## config.mk

```make
export PLATFORM = sky130hd
export DESIGN_NAME = imm_gen_pipe_flat
export DESIGN_NICKNAME = d
export VERILOG_FILES = /design/src/rtl/imm_gen_pipe_if.sv /design/src/rtl/imm_gen_pipe.sv /design/src/flat_wrapper.sv
export SDC_FILE = /design/constraint.sdc
export NUM_CORES = 1
export LEC_CHECK = 0
export CORE_UTILIZATION = 45
export DETAILED_ROUTE_END_ITERATION = 16
export GPL_TIMING_DRIVEN = 0
export PLACE_DENSITY = 0.75
export SLEW_MARGIN = 15
export SYNTH_ARGS = -nofsm -noshare
export SYNTH_HDL_FRONTEND = slang
export SYNTH_SLANG_ARGS = --single-unit
export TNS_END_PERCENT = 20
```

## constraint.sdc

```tcl
create_clock -name clk -period 5.2 [get_ports clk]
set_input_delay 1.04 -clock clk [delete_from_list [all_inputs] [get_ports clk]]
set_output_delay 1.04 -clock clk [all_outputs]
set_load 0.1 [all_outputs]
```

## src/rtl/imm_gen_pipe_if.sv

```systemverilog
// Handshake bundle for imm_gen_pipe: upstream instruction side and downstream result side.
// The master drives instructions and out_ready. The slave is the generator.
interface imm_gen_pipe_if #(
    parameter int DATA_WIDTH = 32,
    parameter int TAG_WIDTH  = 32
);
    logic                  in_valid;
    logic                  in_ready;
    logic [31:0]           in_instr;
    logic [TAG_WIDTH-1:0]  in_tag;
    logic                  out_valid;
    logic                  out_ready;
    logic [DATA_WIDTH-1:0] out_imm;
    logic [2:0]            out_fmt;
    logic                  out_has_imm;
    logic [TAG_WIDTH-1:0]  out_tag;

    modport master (
        output in_valid, in_instr, in_tag, out_ready,
        input  in_ready, out_valid, out_imm, out_fmt, out_has_imm, out_tag
    );

    modport slave (
        input  in_valid, in_instr, in_tag, out_ready,
        output in_ready, out_valid, out_imm, out_fmt, out_has_imm, out_tag
    );
endinterface

```

## src/rtl/imm_gen_pipe.sv

```systemverilog
// Pipelined RISC-V immediate generator: combinational decode into an output register,
// backed by a one-entry skid buffer so in_ready is purely registered.
module imm_gen_pipe #(
    parameter int DATA_WIDTH = 32,
    parameter int TAG_WIDTH  = 32
) (
    input logic          clk,
    input logic          rst,
    input logic          flush,
    imm_gen_pipe_if.slave bus
);
    typedef enum logic [2:0] {
        FMT_NONE  = 3'd0,
        FMT_I     = 3'd1,
        FMT_S     = 3'd2,
        FMT_B     = 3'd3,
        FMT_U     = 3'd4,
        FMT_J     = 3'd5,
        FMT_SHAMT = 3'd6,
        FMT_ZIMM  = 3'd7
    } fmt_e;

    localparam logic [6:0] OP_LOAD   = 7'b0000011;
    localparam logic [6:0] OP_IMM    = 7'b0010011;
    localparam logic [6:0] OP_AUIPC  = 7'b0010111;
    localparam logic [6:0] OP_STORE  = 7'b0100011;
    localparam logic [6:0] OP_LUI    = 7'b0110111;
    localparam logic [6:0] OP_BRANCH = 7'b1100011;
    localparam logic [6:0] OP_JALR   = 7'b1100111;
    localparam logic [6:0] OP_JAL    = 7'b1101111;
    localparam logic [6:0] OP_SYSTEM = 7'b1110011;

    logic [31:0]           ins;
    logic [6:0]            opcode;
    logic [2:0]            funct3;
    logic signed [11:0]    imm_i;
    logic signed [11:0]    imm_s;
    logic signed [12:0]    imm_b;
    logic signed [20:0]    imm_j;
    logic signed [31:0]    imm_u;
    logic [DATA_WIDTH-1:0] dec_imm;
    fmt_e                  dec_fmt;

    // Signed intermediates let the size cast perform sign extension to DATA_WIDTH.
    always_comb begin
        ins     = bus.in_instr;
        opcode  = ins[6:0];
        funct3  = ins[14:12];
        imm_i   = ins[31:20];
        imm_s   = {ins[31:25], ins[11:7]};
        imm_b   = {ins[31], ins[7], ins[30:25], ins[11:8], 1'b0};
        imm_j   = {ins[31], ins[19:12], ins[20], ins[30:21], 1'b0};
        imm_u   = {ins[31:12], 12'b0};
        dec_imm = '0;
        dec_fmt = FMT_NONE;
        case (opcode)
            OP_LOAD, OP_JALR: begin
                dec_fmt = FMT_I;
                dec_imm = DATA_WIDTH'(imm_i);
            end
            OP_IMM: begin
                if (funct3 == 3'b001 || funct3 == 3'b101) begin
                    dec_fmt = FMT_SHAMT;
                    if (DATA_WIDTH == 64) dec_imm = DATA_WIDTH'(ins[25:20]);
                    else                  dec_imm = DATA_WIDTH'(ins[24:20]);
                end else begin
                    dec_fmt = FMT_I;
                    dec_imm = DATA_WIDTH'(imm_i);
                end
            end
            OP_STORE: begin
                dec_fmt = FMT_S;
                dec_imm = DATA_WIDTH'(imm_s);
            end
            OP_BRANCH: begin
                dec_fmt = FMT_B;
                dec_imm = DATA_WIDTH'(imm_b);
            end
            OP_JAL: begin
                dec_fmt = FMT_J;
                dec_imm = DATA_WIDTH'(imm_j);
            end
            OP_LUI, OP_AUIPC: begin
                dec_fmt = FMT_U;
                dec_imm = DATA_WIDTH'(imm_u);
            end
            OP_SYSTEM: begin
                if (funct3[2]) begin
                    dec_fmt = FMT_ZIMM;
                    dec_imm = DATA_WIDTH'(ins[19:15]);
                end
            end
            default: begin
                dec_fmt = FMT_NONE;
                dec_imm = '0;
            end
        endcase
    end

    logic                  out_valid_q;
    logic [DATA_WIDTH-1:0] out_imm_q;
    fmt_e                  out_fmt_q;
    logic                  out_has_q;
    logic [TAG_WIDTH-1:0]  out_tag_q;

    logic                  skid_valid;
    logic [DATA_WIDTH-1:0] skid_imm;
    fmt_e                  skid_fmt;
    logic                  skid_has;
    logic [TAG_WIDTH-1:0]  skid_tag;

    logic accept;
    logic out_free;

    assign accept   = bus.in_valid && !skid_valid;
    assign out_free = !out_valid_q || bus.out_ready;

    always_ff @(posedge clk or posedge rst) begin
        if (rst) begin
            out_valid_q <= 1'b0;
            out_imm_q   <= '0;
            out_fmt_q   <= FMT_NONE;
            out_has_q   <= 1'b0;
            out_tag_q   <= '0;
            skid_valid  <= 1'b0;
            skid_imm    <= '0;
            skid_fmt    <= FMT_NONE;
            skid_has    <= 1'b0;
            skid_tag    <= '0;
        end else if (flush) begin
            out_valid_q <= 1'b0;
            skid_valid  <= 1'b0;
        end else if (out_free) begin
            // Skid entry is older than anything upstream, so it always drains first.
            if (skid_valid) begin
                out_valid_q <= 1'b1;
                out_imm_q   <= skid_imm;
                out_fmt_q   <= skid_fmt;
                out_has_q   <= skid_has;
                out_tag_q   <= skid_tag;
                skid_valid  <= 1'b0;
            end else if (accept) begin
                out_valid_q <= 1'b1;
                out_imm_q   <= dec_imm;
                out_fmt_q   <= dec_fmt;
                out_has_q   <= (dec_fmt != FMT_NONE);
                out_tag_q   <= bus.in_tag;
            end else begin
                out_valid_q <= 1'b0;
            end
        end else if (accept) begin
            skid_valid <= 1'b1;
            skid_imm   <= dec_imm;
            skid_fmt   <= dec_fmt;
            skid_has   <= (dec_fmt != FMT_NONE);
            skid_tag   <= bus.in_tag;
        end
    end

    assign bus.in_ready    = !skid_valid;
    assign bus.out_valid   = out_valid_q;
    assign bus.out_imm     = out_imm_q;
    assign bus.out_fmt     = out_fmt_q;
    assign bus.out_has_imm = out_has_q;
    assign bus.out_tag     = out_tag_q;
endmodule
```

## src/flat_wrapper.sv

```systemverilog
// flat-port wrapper written by rule: the top's interface ports become plain ports
module imm_gen_pipe_flat 
#(
    parameter int DATA_WIDTH = 32,
    parameter int TAG_WIDTH  = 32
)
  (clk, rst, flush, bus_in_valid, bus_in_instr, bus_in_tag, bus_out_ready, bus_in_ready, bus_out_valid, bus_out_imm, bus_out_fmt, bus_out_has_imm, bus_out_tag);
  imm_gen_pipe_if #(.DATA_WIDTH(DATA_WIDTH), .TAG_WIDTH(TAG_WIDTH)) bus_i ();
  input logic clk;
  input logic rst;
  input logic flush;
  input wire logic [$bits(bus_i.in_valid)-1:0] bus_in_valid;
  input wire logic [$bits(bus_i.in_instr)-1:0] bus_in_instr;
  input wire logic [$bits(bus_i.in_tag)-1:0] bus_in_tag;
  input wire logic [$bits(bus_i.out_ready)-1:0] bus_out_ready;
  output wire logic [$bits(bus_i.in_ready)-1:0] bus_in_ready;
  output wire logic [$bits(bus_i.out_valid)-1:0] bus_out_valid;
  output wire logic [$bits(bus_i.out_imm)-1:0] bus_out_imm;
  output wire logic [$bits(bus_i.out_fmt)-1:0] bus_out_fmt;
  output wire logic [$bits(bus_i.out_has_imm)-1:0] bus_out_has_imm;
  output wire logic [$bits(bus_i.out_tag)-1:0] bus_out_tag;
  assign bus_i.in_valid = bus_in_valid;
  assign bus_i.in_instr = bus_in_instr;
  assign bus_i.in_tag = bus_in_tag;
  assign bus_i.out_ready = bus_out_ready;
  assign bus_in_ready = bus_i.in_ready;
  assign bus_out_valid = bus_i.out_valid;
  assign bus_out_imm = bus_i.out_imm;
  assign bus_out_fmt = bus_i.out_fmt;
  assign bus_out_has_imm = bus_i.out_has_imm;
  assign bus_out_tag = bus_i.out_tag;
  imm_gen_pipe #(.DATA_WIDTH(DATA_WIDTH), .TAG_WIDTH(TAG_WIDTH)) u_core (.clk(clk), .rst(rst), .flush(flush), .bus(bus_i));
endmodule
```

# [Word level (Yosys, flattened, before mapping)]
# Index checks and enable logic that the tools add are counted.
[op_classes] eq_ne=11 muxes=21 bitwise=2 n_reduce_logical=13
[ops] op="one-hot mux 32 bit (7 select lines)" n=1
[ops] op="2-to-1 mux 32 bit" n=5
[ops] op="equality test 7 bit, second input constant" n=4
[ops] op="one-hot mux 3 bit (7 select lines)" n=1
[ops] op="equality test 7 x 5 -> 1 bit, second input constant" n=2
[ops] op="equality test 7 x 6 -> 1 bit, second input constant" n=2
[ops] op="2-to-1 mux 3 bit" n=4
[ops] op="2-to-1 mux 1 bit" n=9
[ops] op="equality test 7 x 2 -> 1 bit, second input constant" n=1
[ops] op="AND reduction 3 bit" n=2
[ops] op="nonzero test 3 bit" n=2
[ops] op="2-to-1 mux 5 bit" n=1
[ops] op="nonzero test 2 bit" n=2
[ops] op="OR reduction 2 bit" n=2
[ops] op="equality test 3 x 1 -> 1 bit, second input constant" n=1
[ops] op="equality test 3 bit, second input constant" n=1
[ops] op="logical NOT 1 bit" n=2
[ops] op="logical OR 1 bit" n=2
[ops] op="NOT 1 bit" n=2
[ops] op="logical AND 1 bit" n=1
[word_totals] regBits=138 inputBits=69 output_inout_bits=70 wordCells=57

# [Longest topological paths before layout]
[depth] word_depth=7 ltp_mapped=7 mapped_depth_nobuf=4

# [Worst setup path after synthesis]
# OpenSTA, ideal clock, no wires.
[synth_path] path_kind="flip-flop to output port" startpoint="reg u_core.skid_valid" endpoint="out bus_in_ready" arrival_ps=1627 required_ps=4160 path_slack_ps=2533 stages_incl_launch_ff=4 path_buffers=2 path_cell_list="dfrtp_1 > buf_2 > inv_1 > clkbuf_1"
[synth_via] elab_chain_len=1
[synth_lines] element="from (decl)" line_no="imm_gen_pipe.sv:106" source="logic skid_valid;"
[synth_lines] element="from (signal assigned)" line_no="imm_gen_pipe.sv:125" source="skid_valid <= 1'b0;"
[synth_lines] element="from (signal assigned)" line_no="imm_gen_pipe.sv:132" source="skid_valid <= 1'b0;"
[synth_lines] element="from (signal assigned)" line_no="imm_gen_pipe.sv:141" source="skid_valid <= 1'b0;"
[synth_lines] element="logical NOT 1 bit" line_no="imm_gen_pipe.sv:160" source="assign bus.in_ready = !skid_valid;"
[synth_lines] element="to (decl)" line_no="flat_wrapper.sv:16" source="output wire logic [$bits(bus_i.in_ready)-1:0] bus_in_ready;"
# No other way between the ends.

# [Worst setup path in the final report]
# Same ends and word-level chain as after synthesis.

==> results.toml <==
[status]
status = "complete, no violations"

[placement]
portBuffers = 136
dpl.hpwl_mm = 12.7
place_inst = 982
place_congestion = 0.893

[grt]
first_global_vias = 5514
overflow = 0
grt_pass1_wl_mm = 28.1
grt.total_usage_pct = 25.2
antenna_found_initial = 0
grt_max_degree = 87

[sta]
hold_viol_final = 0
drv_slew = 0
slew_headroom_pct = 30.4
fin_crit_sh_pct = 75.1
worst_clock_skew_ps = 11.6
rsz0062_at_grt = "false"
finalHoldWorstSlack_ps = 474
finalCriticalPeriod_ps = 3910
tightest_slew_ps = 1040
fmax_ghz = 0.256
setup_tns_ps = 0
finalSetupViolations = 0

[logic_synthesis]
yosys_warnings = 0
synthCells = 665
synth-edff-count = 0
synth_flop_cell = "dfrtp_1"
ys_ff_latch = 138
synth.top_cell.area_share_pct = 54.2
ys_async_sr_fraction_pct = 100
syn_nets = 734
seq_area_frac_synth_pct = 54.2
netlist_area_sq_um = 6370
post-synth-top-area-cell = "dfrtp_1"
synth.distinct_cells = 49
synthTopCellsByArea = "dfrtp_1 (54%), nand2_1 (11%), mux2i_1 (5.0%)"
avgSynthCellArea_sq_um = 9.58

[run]
max_cap_violations = 0

[power_and_ir_drop]
p_sw_share_pct = 36.2
ir_drop_uv = 282
comb_power_share_pct = 28.7
p_sw_mw = 1.31
internal-power_mw = 2.31
sequentialPowerShare_pct = 37.0
power_density_nw_per_um2 = 421
fin_total_pwr_mw = 3.62
p_leak_nw = 3.54
power_frac_clock_pct = 34.3

[worst_setup_path]
crit_path_cell_trace = "buf_2 > inv_1 > clkbuf_1 > clkdlybuf4s50_1"
worst-path-max-fanout = 10
path_class = "flop to output port"
arrival_ps = 2870
ff2ff_setup_slack_ps = 3230
reg2reg_to = "u_core.bus.out_imm[12]$_DFFE_PP0P_"
ff2ff_path_depth = 7
rr_startpoint = "u_core.skid_valid$_DFFE_PP0P_"
critPathCaptureType = "output port"
critical_path_required_ps = 4160
slowest_stage = "clkdlybuf4s50_1"
crit_path_start_kind = "flop"
max_stage_delay_ps = 1260

[floorplan]
core_area_sq_um = 13800
die_w_um = 121
fp.dieH_um = 121
die_area_sq_um = 14600
num_io_pins = 139
initial_core_util_pct = 46.1
rows = 43

[finish]
diodes = 0
stdcell_count = 1014
postLayoutCoreUtil_pct = 62.2
layout-drive-gt1-share_pct = 8.75
syn_to_final_growth_pct = 35.1
finalNetCount = 890

[min_path]
min_path_type = "flop to flop"
worstHoldStart = "u_core.skid_tag[19]$_DFFE_PP0P_"
whs_endpoint = "u_core.skid_tag[19]$_DFFE_PP0P_"
min_path_cells = 2

[drt]
drt-initial-drc-count = 526
ant_nets = 0
wl_per_cell_um = 17.3
vias_per_cell = 5.55
routed_wl_mm = 17.6
via_count = 5627
drtPass1Iterations = 6
drc = 0

[clock_network]
cts-root-buf = "clkbuf_16"
cts_tree = "done"
clk_pin_slew_ps = 50
post-cts-setup-buffers = 0
cts_hold_buffers = 0
cts_buffer_depth = 2
cts_sinks = 138
clk_latency_ps = 420
cts_max_level = 4
numCtsBuffers = 17
ctsResizeCount = 0
==> cells by family (layout without fill, tap and decap cells) <==
| family | Yosys count | after routing | share of synthesized area [%] |
|---|---|---|---|
| DFF | 138 | 138 | 54.2 |
| muxes | 32 | 32 | 5.03 |
| buffers and inverters | 55 | 224 | 3.79 |
| xor gates and xnor gates | 2 | 2 | 0.275 |
| AOI/OAI and AO/OA | 153 | 153 | 16.6 |
| and+or+nand+nor | 285 | 285 | 20.0 |
==> registers in the layout (all words and copies together), names as in the netlist <==
signal and count:
u_core.bus.out_imm 32, u_core.skid_imm 32, u_core.bus.out_valid 1, u_core.skid_tag 32
u_core.bus.out_has_imm 1, u_core.skid_fmt 3, u_core.skid_valid 1, u_core.skid_has 1
u_core.bus.out_tag 32, u_core.bus.out_fmt 3
==> power groups by stage <==
stage	logic (mW)	clock network (mW)	registers, mW
after floorplan	0.238	0	1.86
after global placement	1.02	0	1.35
after detailed placement	1.04	0	1.36
after CTS	1.04	1.25	1.34
after global routing	1.09	1.30	1.36
final	1.04	1.24	1.34
==> final cells by class <==
class	count	area, sq um
Buffer	52	230
Clock buffer	21	470
Clock inverter	11	144
Fill cell	1103	5230
Inverter	3	16.3
Multi-Input combinational cell	472	2670
Sequential cell	138	3450
Tap cell	180	225
Timing Repair Buffer	137	1390
==> worst max path at each step <==
stage / from / to / depth (start not counted)
6_report: u_core.skid_valid$_DFFE_PP0P_ / bus_in_ready / 4
5_1_grt: u_core.skid_valid$_DFFE_PP0P_ / bus_in_ready / 4
4_1_cts: u_core.skid_valid$_DFFE_PP0P_ / bus_in_ready / 4
3_5_place_dp: u_core.skid_valid$_DFFE_PP0P_ / bus_in_ready / 4
3_3_place_gp: rst / u_core.bus.out_imm[17]$_DFFE_PP0P_ / 2
2_1_floorplan: rst / u_core.bus.out_fmt[0]$_DFFE_PP0P_ / 1
==> metal layers <==
layer | GRT usage (%) | routed length (um) | share of wire [%]
met4 | 8.02 | 283 | 1.6
met3 | 5.78 | 1370 | 7.8
met1 | 34.3 | 7780 | 44
met5 | 0 | 0 | 0
met2 | 39.8 | 8160 | 46
==> metrics by stage <==
stage / instance area (sq um) / setup slack, ps
after floorplan: 6370 / 464
after global placement: 7960 / -1200
after detailed placement: 7990 / 1760
after CTS: 8600 / 1310
after global routing: 8600 / 1240
final: 8600 / 1290
==> cell usage after synthesis (10+ instances only) <==
| library cell | count |
|---|---|
| a31oi_1 | 33 |
| a31oi_2 | 10 |
| buf_2 | 16 |
| clkbuf_1 | 27 |
| dfrtp_1 | 138 |
| mux2i_1 | 32 |
| nand2_1 | 188 |
| nand3_1 | 17 |
| nor2_1 | 27 |
| nor4_1 | 21 |
| o211ai_1 | 13 |
| o21ai_0 | 55 |
| o21bai_1 | 19 |
==> layout by cell type, fill, tap and decap left out, types with 4 or more instances in the layout <==
master	netlist	layout
nor2_1	27	27
nor3_1	4	4
dfrtp_1	138	138
nor2b_1	7	7
clkdlybuf4s50_1	0	136
a31oi_2	10	10
buf_2	16	16
nor4_1	21	21
a2bb2oi_1	5	5
nand2_1	188	188
o21ai_0	55	55
a31oi_1	33	33
o211ai_1	13	13
o21bai_1	19	19
mux2i_1	32	32
clkinvlp_4	0	4
buf_1	7	7
clkbuf_1	27	28
clkbuf_16	0	17
nand3_1	17	17
==> worst max-delay path, delay by kind of cell (launching register included) <==
family / cells / cell delay, ps
flops: 1 / 350
buf+inv: 4 / 2100
(Power assumes the default switching activity.)
